File: src/rtl/cbsc_pkg.sv
// cbsc_pkg: shared types and defaults for the CBSC partial-sum accumulator
package cbsc_pkg;
  typedef enum logic [1:0] {IDLE, PRIME, RUN, DONE} state_t;
  localparam int CBSC_DATA_W = 7;
  localparam int CBSC_WIN_LEN = 128;
endpackage

File: src/rtl/cbsc_psum_acc_if.sv
// cbsc_psum_acc_if: MAC sample input and valid/ready result bundle
interface cbsc_psum_acc_if import cbsc_pkg::*; #(
  parameter int DATA_W = CBSC_DATA_W,
  parameter int ACC_W = 10
);
  logic start;
  logic [DATA_W-1:0] q_in;
  logic out_ready;
  logic mac_rst;
  logic busy;
  logic [ACC_W-1:0] acc_out;
  logic acc_valid;
  logic acc_sat;
  modport master(output start, q_in, out_ready, input mac_rst, busy, acc_out, acc_valid, acc_sat);
  modport slave(input start, q_in, out_ready, output mac_rst, busy, acc_out, acc_valid, acc_sat);
endinterface

File: src/rtl/cbsc_win_timer.sv
// cbsc_win_timer: window cycle counter with registered terminal-count flag
module cbsc_win_timer #(
  parameter int WIN_LEN = 128,
  parameter int CW = $clog2(WIN_LEN)
) (
  input  logic clk,
  input  logic rst,
  input  logic clr,
  input  logic en,
  output logic tc
);
  logic [CW-1:0] win_cnt;
  // count up while enabled, stopping at the terminal value so it never wraps
  always_ff @(posedge clk) begin
    if (rst || clr) begin
      win_cnt <= '0;
      tc <= 1'b0;
    end else if (en && !tc) begin
      win_cnt <= win_cnt + 1'b1;
      tc <= win_cnt == CW'(WIN_LEN - 2);
    end
  end
endmodule

File: src/rtl/cbsc_psum_acc.sv
// cbsc_psum_acc: windowed MAC sampling with saturating accumulation and valid/ready result
module cbsc_psum_acc import cbsc_pkg::*; #(
  parameter int DATA_W = CBSC_DATA_W,
  parameter int WIN_LEN = CBSC_WIN_LEN,
  parameter int NUM_WIN = 4,
  parameter int ACC_W = 10
) (
  input logic clk,
  input logic rst,
  cbsc_psum_acc_if.slave bus
);
  localparam int IW = NUM_WIN > 1 ? $clog2(NUM_WIN) : 1;
  state_t state, next;
  logic tc, take, term, last;
  logic [IW-1:0] win_idx;
  logic [DATA_W-1:0] q;
  logic [ACC_W-1:0] acc;
  logic [ACC_W:0] sum;
  logic sat, mac_rst, busy, valid, mac_rst_d, busy_d, valid_d;
  cbsc_win_timer #(.WIN_LEN(WIN_LEN)) u_timer (
    .clk(clk),
    .rst(rst),
    .clr(state != RUN),
    .en(state == RUN),
    .tc(tc)
  );
  assign q = bus.q_in;
  assign take = bus.start && (state == IDLE || (state == DONE && bus.out_ready));
  assign term = state == RUN && tc;
  assign last = win_idx == IW'(NUM_WIN - 1);
  assign sum = {1'b0, acc} + (ACC_W + 1)'(q);
  // next-state decode
  always_comb begin
    next = state;
    case (state)
      IDLE: next = take ? PRIME : IDLE;
      PRIME: next = RUN;
      RUN: next = term ? (last ? DONE : PRIME) : RUN;
      DONE: next = take ? PRIME : bus.out_ready ? IDLE : DONE;
      default: next = IDLE;
    endcase
  end
  // outputs decoded from the next state so they can be registered alongside it
  always_comb begin
    mac_rst_d = next != RUN;
    busy_d = next == PRIME || next == RUN;
    valid_d = next == DONE;
  end
  // state, registered outputs, window index and saturating accumulator
  always_ff @(posedge clk) begin
    if (rst) begin
      state <= IDLE;
      mac_rst <= 1'b1;
      busy <= 1'b0;
      valid <= 1'b0;
      win_idx <= '0;
      acc <= '0;
      sat <= 1'b0;
    end else begin
      state <= next;
      mac_rst <= mac_rst_d;
      busy <= busy_d;
      valid <= valid_d;
      if (take) begin
        win_idx <= '0;
        acc <= '0;
        sat <= 1'b0;
      end else if (term) begin
        win_idx <= last ? win_idx : win_idx + 1'b1;
        acc <= sum[ACC_W] ? '1 : sum[ACC_W-1:0];
        sat <= sat | sum[ACC_W];
      end
    end
  end
  assign bus.mac_rst = mac_rst;
  assign bus.busy = busy;
  assign bus.acc_valid = valid;
  assign bus.acc_out = acc;
  assign bus.acc_sat = sat;
endmodule
File: src/flat_wrapper.sv
// flat-port wrapper written by rule: the top's interface ports become plain ports
module cbsc_psum_acc_flat import cbsc_pkg::*;
#(
  parameter int DATA_W = CBSC_DATA_W,
  parameter int WIN_LEN = CBSC_WIN_LEN,
  parameter int NUM_WIN = 4,
  parameter int ACC_W = 10
)
  (clk, rst, bus_start, bus_q_in, bus_out_ready, bus_mac_rst, bus_busy, bus_acc_out, bus_acc_valid, bus_acc_sat);
  cbsc_psum_acc_if #(.DATA_W(DATA_W), .ACC_W(ACC_W)) bus_i ();
  input logic clk;
  input logic rst;
  input wire logic [$bits(bus_i.start)-1:0] bus_start;
  input wire logic [$bits(bus_i.q_in)-1:0] bus_q_in;
  input wire logic [$bits(bus_i.out_ready)-1:0] bus_out_ready;
  output wire logic [$bits(bus_i.mac_rst)-1:0] bus_mac_rst;
  output wire logic [$bits(bus_i.busy)-1:0] bus_busy;
  output wire logic [$bits(bus_i.acc_out)-1:0] bus_acc_out;
  output wire logic [$bits(bus_i.acc_valid)-1:0] bus_acc_valid;
  output wire logic [$bits(bus_i.acc_sat)-1:0] bus_acc_sat;
  assign bus_i.start = bus_start;
  assign bus_i.q_in = bus_q_in;
  assign bus_i.out_ready = bus_out_ready;
  assign bus_mac_rst = bus_i.mac_rst;
  assign bus_busy = bus_i.busy;
  assign bus_acc_out = bus_i.acc_out;
  assign bus_acc_valid = bus_i.acc_valid;
  assign bus_acc_sat = bus_i.acc_sat;
  cbsc_psum_acc #(.DATA_W(DATA_W), .WIN_LEN(WIN_LEN), .NUM_WIN(NUM_WIN), .ACC_W(ACC_W)) u_core (.clk(clk), .rst(rst), .bus(bus_i));
endmodule
File: config.mk
export PLATFORM = sky130hd
export DESIGN_NAME = cbsc_psum_acc_flat
export DESIGN_NICKNAME = d
export VERILOG_FILES = /design/src/rtl/cbsc_pkg.sv /design/src/rtl/cbsc_psum_acc_if.sv /design/src/rtl/cbsc_win_timer.sv /design/src/rtl/cbsc_psum_acc.sv /design/src/flat_wrapper.sv
export SDC_FILE = /design/constraint.sdc
export NUM_CORES = 1
export LEC_CHECK = 0
export CORE_MARGIN = 10
export CORE_UTILIZATION = 45
export CTS_BUF_LIST = sky130_fd_sc_hd__clkbuf_16
export DETAILED_ROUTE_END_ITERATION = 12
export PLACE_DENSITY_LB_ADDON = 0.05
export SLEW_MARGIN = 20
export SYNTH_ARGS = -nofsm -noshare
export SYNTH_HDL_FRONTEND = slang
export SYNTH_HIERARCHICAL = 1
export SYNTH_SLANG_ARGS = --single-unit
File: constraint.sdc
create_clock -name clk -period 5.61 [get_ports clk]
set_input_delay 1.122 -clock clk [delete_from_list [all_inputs] [get_ports clk]]
set_output_delay 1.122 -clock clk [all_outputs]
set_load 0.02 [all_outputs]
== Yosys cells after proc, flatten, opt, wreduce, memory -nomap -nowiden ==
Cells that the tools add are included.

* Multipliers: 0
* $add $sub $neg: 3
* Eq/ne operators: 10
* Div/mod/pow operators: 0
* Mux-type cells: 7
* Bitwise operators: 2
* $lt $le $gt $ge: 0
* Reduce and logical (&&, ||, !) cells: 11
* Shift-type cells: 0

{| class="wikitable"
|+ Operator list
! operator !! number
|-
| 10-bit by 7-bit adder with 11-bit output || 1
|-
| 2-bit equality test, second input constant || 5
|-
| 10-bit two-way mux || 1
|-
| 2-bit two-way mux || 4
|-
| 2-bit one-hot mux with 4 select lines || 1
|-
| 7-bit by 1-bit adder with 7-bit output, second input constant || 1
|-
| 7-bit equality test, second input constant || 1
|-
| 2-bit by 1-bit equality test with 1-bit output, second input constant || 2
|-
| 1-bit logical AND || 4
|-
| 2-bit inequality test, second input constant || 2
|-
| 1-bit logical OR || 3
|-
| 2-bit by 1-bit adder with 2-bit output, second input constant || 1
|-
| 2-bit logical NOT || 1
|-
| 2-bit AND reduction || 1
|-
| 2-bit OR reduction || 1
|-
| 1-bit logical NOT || 1
|-
| 1-bit two-way mux || 1
|-
| 1-bit NOT || 1
|-
| 1-bit OR || 1
|}

* Register bits: 26
* Memory bits (read-only): 0
* Bits of input ports: 11
* Memories: 0
* Logic and storage cells: 42
* Latch bits: 0
* Memory bits (writable): 0

== Longest topological paths before layout ==
Gate-level depths: netlist (run 1).

* Depth after elaboration: 8
* Gate-level depth with buffers: 6
* Gate-level depth less buffers: 6

== Hierarchy ==
The synthesis (run 1) kept the hierarchy.

{| class="wikitable"
|+ By module, submodules not included
! module !! cells each !! area each (µm²) !! times used
|-
| cbsc_psum_acc || 117 || 1113.6 || 1
|-
| cbsc_win_timer || 42 || 375.4 || 1
|}

== Worst setup path before layout (run 1) ==
No wires, ideal clock.

* Kind: input port to flip-flop
* Start point: input port bus_q_in[0]
* End point: register u_core.acc[9] (netlist: u_core/bus.acc_out[9])
* Setup time: 0.125 ns
* Setup slack: 2.973 ns
* Data required time: 5.485 ns
* Cell stages on the path: 6
* Arrival: 2.512 ns
* Cell sequence: ha_1 fa_1 a211oi_2 o211ai_2 a21boi_0 a211oi_2

* Longest elaborated chain between the ends: 2

{| class="wikitable"
|+ RTL lines
! element !! line !! RTL
|-
| start, declared || flat_wrapper.sv:14 || <nowiki>input wire logic [$bits(bus_i.q_in)-1:0] bus_q_in;</nowiki>
|-
| 10-bit by 7-bit adder with 11-bit output || cbsc_psum_acc.sv:31 || <nowiki>assign sum = {1'b0, acc} + (ACC_W + 1)'(q);</nowiki>
|-
| 10-bit two-way mux || cbsc_psum_acc.sv:70 || <nowiki>acc <= sum[ACC_W] ? '1 : sum[ACC_W-1:0];</nowiki>
|-
| end signal, assigned || cbsc_psum_acc.sv:70 ||
|-
| end, declared || cbsc_psum_acc.sv:17 || <nowiki>logic [ACC_W-1:0] acc;</nowiki>
|}

Every way passes these cells.
A chain may end at the register's enable or synchronous reset.

== Worst setup path after layout (run 1) ==
* Start point: input port bus_q_in[0]
* End point: register u_core.acc[6] (netlist: u_core/bus.acc_out[6])

The elaborated chain is that of the path after synthesis.

==> out/metrics.yaml, run 1 <==
detailed_routing:
  firstDrtPassIters: 4
  first_iter_violations: 74
  drc_errors: 0
  viasPerCell: 5.465
  antenna_left: 0
  vias: 1235
  wl_per_cell_um: 13.63
  drt-total-wl_um: 3081
min_path:
  hold_path_class: "flop to flop"
timing:
  rsz0062_at_grt: "no"
  tightest_slew_ps: 567.5
  finClkSkew_ps: 2.381
  relSlewSlack_pct: 62.17
  report.final.slew_viol_count: 0
  holdWs_ps: 484.1
  setup_viol: 0
  max_freq_mhz: 338.1
  post-route-min-period_ps: 2958
  finalHoldViolCount: 0
  timing.setup.tns_ps: 0
  setup_slack_ps: 2652
  fin_crit_sh_pct: 52.72
layout:
  area_delta_synth_final_pct: 22.35
  final_nets: 206
  final_common_cell: "dfxtp_1"
  finalInstanceArea_mm2: 0.001822
  drive_gt1_share_pct: 12.09
  final_cell_mix: "dfxtp_1, clkdlybuf4s50_1, nor2_1"
  diodes: 0
yosys:
  synthCells: 159
  yosys.cell_types.count: 51
  ys_ff_latch: 26
  synth_area_leader_cell: "dfxtp_1"
  synthTopCellsByArea: "dfxtp_1, ha_1, nor2_1"
  seq_area_frac_synth_pct: 34.96
  synth_edf_count: 0
  yosysTopAreaCellShare_pct: 34.96
  ys_warn_count: 6
  syn_area_mm2: 0.001489
  avgSynthCellArea_um2: 9.364
  synth-async-reset-ratio_pct: 0
  synth.net_count: 181
  synth-main-ff-cell: "dfxtp_1"
global_routing:
  grt_pass1_wl_um: 5471
  grt_usage_pct: 10.58
  grt_pass1_vias: 1227
  grt_max_degree: 16
  antenna_found_initial: 0
  gr-total-overflow: 0
place:
  gp_congestion: 0.8237
  postPlaceCellArea_mm2: 0.001747
  portBuffers: 24
  dp_worst_setup_slack_ps: 2379
  dp_hpwl_um: 2361
floorplanning:
  core_mm2: 0.003103
  dieArea_mm2: 0.006009
  initial_utilization_pct: 47.98
  num_io_pins: 25
  die_y_um: 77.52
  rows: 20
  chipWidth_um: 77.52
clock_network:
  cts_hold_buf: 0
  cts_buffers: 3
  ctsResizeCount: 0
  clk_pin_slew_ps: 60
  cts.sinks: 26
  cts_tree: "done"
  cts_setup_buffers: 0
  clk_latency_ps: 260
  h-tree-depth: 1
  cts_buffer_depth: 2
  root_buffer: "clkbuf_16"
flow_run:
  maxCapViolCount: 0
setup_path:
  crit_slowest_cell: "fa_1"
  critPathRequiredTime_ps: 5770
  worstSetupStartpointType: "input pin"
  max_stage_delay_ps: 430
  cp_cell_sequence: "clkdlybuf4s50_1, ha_1, fa_1, a211oi_2, o21ai_0, xnor2_1, a311oi_1"
  worst-r2r-cell-count: 6
  crit_path_end: "u_core/bus.acc_out[6]$_SDFFE_PP0P_"
  reg2reg_from: "u_core/bus.acc_out[0]$_SDFFE_PP0P_"
  crit_arrival_ps: 3120
  worst-r2r-setup-slack_ps: 3630
  critPathKind: "input pin to flop"
  r2r-end: "u_core/bus.acc_out[6]$_SDFFE_PP0P_"
  endpoint_kind: "flop"
  path_max_fanout: 3
  crit_start: "bus_q_in[0]"
power:
  ir_drop_mv: 0.1680
  p_per_area_mw_per_mm2: 213.9
  leakagePower_uw: 0.0006334
outcome:
  outcome: "completed"
## synth_stat cells (2+ instances only)
cell type and number:
a211oi_1 4, a211oi_2 3, a21oi_1 11, a311oi_1 3, a311oi_2 3, a31oi_1 2
dfxtp_1 26, ha_1 10, inv_1 4, nand2_1 10, nand3b_1 2, nor2_1 24
o211ai_1 4, o21a_1 2, o21ai_0 7, or3_1 3, xnor2_1 6, xor2_1 2
## routing by layer
layer	track usage, %	wire [um]	vias to the layer above
met5	0	0	-
met3	2.535	109	2
met4	3.467	19	0
met1	12.50	1477	578
li1	-	-	637
met2	18.31	1475	18
## stage by stage
step | total power, uW | util, % | instances
floorplan | 221.8 | - | 159
global placement | 236.9 | 56.29 | 223
detailed placement | 238.0 | 56.29 | 223
CTS | 393.9 | 58.71 | 226
global route | 405.2 | 58.71 | 226
finish | 389.8 | 58.71 | 226
## worst max-delay path, delay by kind of cell
kind,cells,cell delay (ps)
AO/OA/AOI/OAI,3,780
adder cells (fa/ha/maj),2,660
buffers and inverters,1,410
XOR/XNOR,1,150
## cell families after synthesis
logic type                 after synthesis  share of synthesized area, %
AOI/OAI and AO/OA                       49                         25.80
and+or+nand+nor                         56                         21.01
DFF                                     26                         34.96
adders and majority gates               11                         9.748
buffers and inverters                    9                         3.781
xor gates and xnor gates                 8                         4.706
## worst min-delay path by stage
stage / end / startpoint / cells past startpoint / slack (ps)
2_1_floorplan: u_core/u_timer/win_cnt[5]$_SDFFE_PP0P_ / u_core/u_timer/win_cnt[5]$_SDFFE_PP0P_ / 2 / 450
5_1_grt: u_core/u_timer/win_cnt[5]$_SDFFE_PP0P_ / u_core/u_timer/win_cnt[5]$_SDFFE_PP0P_ / 2 / 510
4_1_cts: u_core/win_idx[1]$_SDFFE_PP0P_ / u_core/win_idx[1]$_SDFFE_PP0P_ / 2 / 480
6_report: u_core/bus.acc_sat$_SDFFE_PP0P_ / u_core/bus.acc_sat$_SDFFE_PP0P_ / 2 / 480
3_3_place_gp: u_core/u_timer/win_cnt[5]$_SDFFE_PP0P_ / u_core/u_timer/win_cnt[5]$_SDFFE_PP0P_ / 2 / 460
3_5_place_dp: u_core/win_idx[1]$_SDFFE_PP0P_ / u_core/win_idx[1]$_SDFFE_PP0P_ / 2 / 470
## registers in the layout, indices dropped and copies added, names as in the netlist
signal / count
u_core/bus.acc_out: 10
u_core/u_timer/win_cnt: 7
u_core/state: 2
u_core/win_idx: 2
u_core/bus.acc_sat: 1
u_core/bus.acc_valid: 1
u_core/bus.busy: 1
u_core/bus.mac_rst: 1
u_core/u_timer/tc: 1
## power breakdown
group,total [uW],internal (uW),switching (uW)
sequential,192,188,3.95
clock,156,94.4,61.5
combinational,42.0,19.9,22.1
## layout make-up
type / instances / area [um2]
multi-input combinational: 124 / 912.1
timing repair buffer: 24 / 240.2
clock buffer: 3 / 75.07
sequential: 26 / 520.5
fill: 302 / 1281
inverter: 5 / 18.77
tap: 44 / 55.05
(Power assumes the default switching activity.)
==> run 2: changes to the inputs <==
- clock period: 5.61 -> 2.8 ns (I/O delays scaled with it)
==> run 2 against run 1 <==
Setup slack lost 2300 ps. Clock power grew to 2.7 times the previous value. Via count grew 0.97%. Flip-flop and latch count is the same. Final cell count grew 0.44%. Routed wire length grew 2.0%. Critical path depth is the same. Register-to-register slack lost 2800 ps. First-iteration DRC count shrank 15%. Total power grew 130%. Die area is the same. Critical endpoint unchanged.
==> out/metrics.yaml, run 2 (synthesis results as in run 1) <==
detailed_routing:
  drt-met1-wl_um: 1440
  highest_layer: "met4"
  vias: 1247
  first_iter_violations: 63
  dr_wl_met2_um: 1538
  drc_errors: 0
  viasPerCell: 5.493
  antenna_left: 0
  wl_per_cell_um: 13.84
  wl_met3_um: 145
  firstDrtPassIters: 6
  drt-total-wl_um: 3142
clock_network:
  cts_buffers: 3
  clk_pin_slew_ps: 70
  clk_latency_ps: 260
  root_buffer: "clkbuf_16"
  h-tree-depth: 1
  cts.sinks: 26
  cts_buffer_depth: 2
  ctsResizeCount: 0
  cts_hold_buf: 0
  cts_tree: "done"
  cts_setup_buffers: 0
setup_path:
  path_max_fanout: 3
  critPathKind: "input pin to flop"
  endpoint_kind: "flop"
  crit_arrival_ps: 2590
  critPathRequiredTime_ps: 2970
  worst-r2r-cell-count: 6
  crit_start: "bus_q_in[0]"
  worstSetupStartpointType: "input pin"
  reg2reg_from: "u_core/bus.acc_out[0]$_SDFFE_PP0P_"
  r2r-end: "u_core/bus.acc_out[6]$_SDFFE_PP0P_"
  worst-r2r-setup-slack_ps: 780
power:
  ir_drop_mv: 0.4553
  p_per_area_mw_per_mm2: 478.5
  leakagePower_uw: 0.0006475
floorplanning:
  die_y_um: 77.52
  rows: 20
  dieArea_mm2: 0.006009
  num_io_pins: 25
  initial_utilization_pct: 47.98
  chipWidth_um: 77.52
  core_mm2: 0.003103
min_path:
  hold_end: "u_core/bus.acc_sat$_SDFFE_PP0P_"
  min_from: "u_core/bus.acc_sat$_SDFFE_PP0P_"
  hold_path_class: "flop to flop"
  hold_depth: 2
timing:
  max_freq_mhz: 412.9
  setup_slack_ps: 378.2
  tightest_slew_ps: 584.2
  timing.setup.tns_ps: 0
  relSlewSlack_pct: 61.05
  finalHoldViolCount: 0
  report.final.slew_viol_count: 0
  post-route-min-period_ps: 2422
  rsz0062_at_grt: "no"
  fin_crit_sh_pct: 86.49
  finClkSkew_ps: 1.507
  setup_viol: 0
global_routing:
  grt_pass1_wl_um: 5471
  grt_pass1_vias: 1225
  grt_usage_pct: 10.62
  gr-total-overflow: 0
  grt_max_degree: 16
  antenna_found_initial: 0
place:
  dp_worst_setup_slack_ps: 128.2
  dp_hpwl_um: 2345
  gp_congestion: 0.8237
  portBuffers: 24
layout:
  fillers: 305
  drive_gt1_share_pct: 12.57
  final_nets: 206
  area_delta_synth_final_pct: 24.37
  final_cell_mix: "dfxtp_1, clkdlybuf4s50_1, nor2_1"
  largest_reg_flops: 10
  diodes: 0
  final_common_cell: "dfxtp_1"
flow_run:
  maxCapViolCount: 0
outcome:
  outcome: "completed"
[run 2: cell count changes in the layout (fill, tap and decap cells not counted)]
cell       before  now
bufinv_16       0    1
[run 2: how the worst max path moves through the flow]
stage	slack, ps	end
floorplan	720	u_core/bus.acc_out[9]$_SDFFE_PP0P_
global placement	180	u_core/bus.acc_out[2]$_SDFFE_PP0P_
detailed placement	130	u_core/bus.acc_out[6]$_SDFFE_PP0P_
CTS	400	u_core/bus.acc_out[6]$_SDFFE_PP0P_
global route	290	u_core/bus.acc_out[2]$_SDFFE_PP0P_
finish	380	u_core/bus.acc_out[6]$_SDFFE_PP0P_
[run 2: area by class of cell]
cell class	instances	area, um2	area share (%)
multi-input combinational	124	912.1	49.26
sequential	26	520.5	28.11
timing repair buffer	24	240.2	12.97
clock buffer	3	75.07	4.054
tap	44	55.05	2.973
clock inverter	1	30.03	1.622
inverter	5	18.77	1.014
[run 2: stage by stage]
stage	hold WS [ps]	utilization [%]	cells	total power [uW]	instance area [um2]
floorplan	451.7	-	159	444.3	1489
global placement	464.0	56.29	223	474.7	1747
detailed placement	471.0	56.29	223	476.8	1747
CTS	486.7	59.68	227	894.3	1852
global route	494.1	59.68	227	918.0	1852
finish	476.4	59.68	227	886.2	1852
[run 2: worst max-delay path, cell delays in order]
cell	delay, ps
clkdlybuf4s50_1	410
ha_1	230
fa_1	430
a211oi_2	370
o21ai_0	170
xnor2_1	150
a311oi_1	260
[run 2: per-layer routing]
metal | track usage [%] | vias up
li1 | - | 637
met1 | 12.29 | 585
met2 | 18.14 | 23
met3 | 3.917 | 2
met4 | 2.555 | 0
met5 | 0 | -
[run 2: power by group]
group / total, uW / internal (uW) / switching [uW]
clock: 417 / 284 / 133
combinational: 84.3 / 39.8 / 44.5
sequential: 385 / 376 / 8.27
==> run 3: changes to the inputs <==
- clock period: 2.8 -> 2.48 ns (I/O delays scaled with it)
==> run 3 against run 2 <==
Hold slack improved by 9.1 ps. Clock-buffer cell count is the same. Sequential share of layout area up 0.17 points. Cell area is 0.61% lower. Setup slack got worse by 170 ps. Clock skew up 3.1 ps. Global-route usage fell by 0.32 points. First-iteration DRC count decreased by 14%. Clock power decreased by 14%. Register-to-register slack lost 230 ps. Die area unchanged. Critical path depth unchanged. Largest cell class unchanged.
==> out/metrics.yaml, run 3 (synthesis results as in run 1) <==
floorplanning:
  dieArea_mm2: 0.006009
  die_y_um: 77.52
  num_io_pins: 25
  initial_utilization_pct: 47.98
  chipWidth_um: 77.52
  rows: 20
  core_mm2: 0.003103
min_path:
  min_from: "u_core/u_timer/win_cnt[5]$_SDFFE_PP0P_"
  hold_end: "u_core/u_timer/win_cnt[5]$_SDFFE_PP0P_"
  hold_path_class: "flop to flop"
  hold_depth: 2
power:
  leakagePower_uw: 0.0006458
  p_per_area_mw_per_mm2: 481.6
  ir_drop_mv: 0.2734
timing:
  relSlewSlack_pct: 62.18
  rsz0062_at_grt: "no"
  tightest_slew_ps: 567.3
  max_freq_mhz: 440.3
  finalHoldViolCount: 0
  setup_viol: 0
  post-route-min-period_ps: 2271
  holdWs_ps: 485.6
  setup_slack_ps: 208.7
  finClkSkew_ps: 4.579
  report.final.slew_viol_count: 0
  fin_crit_sh_pct: 91.59
layout:
  final_cells: 229
  final_common_cell: "dfxtp_1"
  largest_reg_flops: 10
  final_cell_mix: "dfxtp_1, clkdlybuf4s50_1, nor2_1"
  diodes: 0
  area_delta_synth_final_pct: 23.61
  drive_gt1_share_pct: 12.97
  final_nets: 208
outcome:
  outcome: "completed"
clock_network:
  clk_latency_ps: 260
  cts_setup_buffers: 0
  h-tree-depth: 1
  root_buffer: "clkbuf_16"
  cts_buffers: 3
  cts_hold_buf: 0
  cts_tree: "done"
  cts.sinks: 26
  clk_pin_slew_ps: 60
  ctsResizeCount: 0
  cts_buffer_depth: 2
global_routing:
  gr-total-overflow: 0
  grt_pass1_vias: 1226
  antenna_found_initial: 0
  grt_usage_pct: 10.30
  grt_pass1_wl_um: 5313
  grt_max_degree: 16
setup_path:
  crit_arrival_ps: 2380
  worstSetupStartpointType: "input pin"
  endpoint_kind: "flop"
  reg2reg_from: "u_core/bus.acc_out[0]$_SDFFE_PP0P_"
  worst-r2r-setup-slack_ps: 550
  worst-r2r-cell-count: 6
  critPathRequiredTime_ps: 2590
  critPathKind: "input pin to flop"
  r2r-end: "u_core/bus.acc_out[2]$_SDFFE_PP0P_"
  path_max_fanout: 8
place:
  portBuffers: 24
  dp_worst_setup_slack_ps: -74.77
  dp.cells: 225
  dp_hpwl_um: 2329
  gp_congestion: 0.8261
detailed_routing:
  antenna_left: 0
  viasPerCell: 5.424
  firstDrtPassIters: 4
  drt-total-wl_um: 3044
  wl_per_cell_um: 13.29
  vias: 1242
  first_iter_violations: 54
  drc_errors: 0
flow_run:
  maxCapViolCount: 0
-- run 3: changes by cell type in the layout (fill, tap and decap cells not counted) --
| cell | previous run | this run |
|---|---|---|
| clkinv_1 | 0 | 1 |
| buf_4 | 0 | 2 |
| bufinv_16 | 1 | 0 |
-- run 3: cell type report --
class | instances | area [um2]
Clock inverter | 1 | 3.754
Tap cell | 44 | 55.05
Fill cell | 303 | 1262
Inverter | 5 | 18.77
Clock buffer | 3 | 75.07
Sequential cell | 26 | 520.5
Multi-Input combinational cell | 124 | 912.1
Timing Repair Buffer | 26 | 255.2
-- run 3: worst max-delay path, cell delays in order --
cell and delay (ps):
clkdlybuf4s50_1 410, ha_1 220, fa_1 410, a211oi_2 330
o211ai_2 210, nand4_4 210, a311oi_2 110
-- run 3: power by group --
group,internal [uW],switching [uW],total [uW]
logic,44.9,48.7,93.7
registers,425,9.08,434
clock network,216,143,359
-- run 3: worst max path at each step --
stage | from | end | slack, ps | cells past startpoint
detailed placement | bus_q_in[0] | u_core/bus.acc_out[5]$_SDFFE_PP0P_ | -70 | 7
global placement | bus_q_in[0] | u_core/bus.acc_out[2]$_SDFFE_PP0P_ | -40 | 7
CTS | bus_q_in[0] | u_core/bus.acc_out[2]$_SDFFE_PP0P_ | 200 | 7
global route | bus_q_in[0] | u_core/bus.acc_out[5]$_SDFFE_PP0P_ | 80 | 7
floorplan | bus_q_in[0] | u_core/bus.acc_out[9]$_SDFFE_PP0P_ | 470 | 6
finish | bus_q_in[0] | u_core/bus.acc_out[2]$_SDFFE_PP0P_ | 210 | 7
-- run 3: through the flow --
step           setup TNS [ps]  power (uW)  utilization (%)  instance area [um2]
2_1_floorplan               0       501.7                -                 1489
3_3_place_gp           -228.9       535.7            56.77                 1762
3_5_place_dp           -554.1       537.5            56.77                 1762
4_1_cts                     0       896.1            59.31                 1841
5_1_grt                     0       922.0            59.31                 1841
6_report                    0       886.3            59.31                 1841
-- run 3: routing by layer --
| metal | GRT usage [%] | part of all wire (%) | up-vias |
|---|---|---|---|
| li1 | - | - | 646 |
| met1 | 11.93 | 44 | 568 |
| met2 | 17.56 | 50 | 26 |
| met3 | 3.226 | 5.2 | 2 |
| met4 | 3.467 | 0.79 | 0 |
| met5 | 0 | 0 | - |
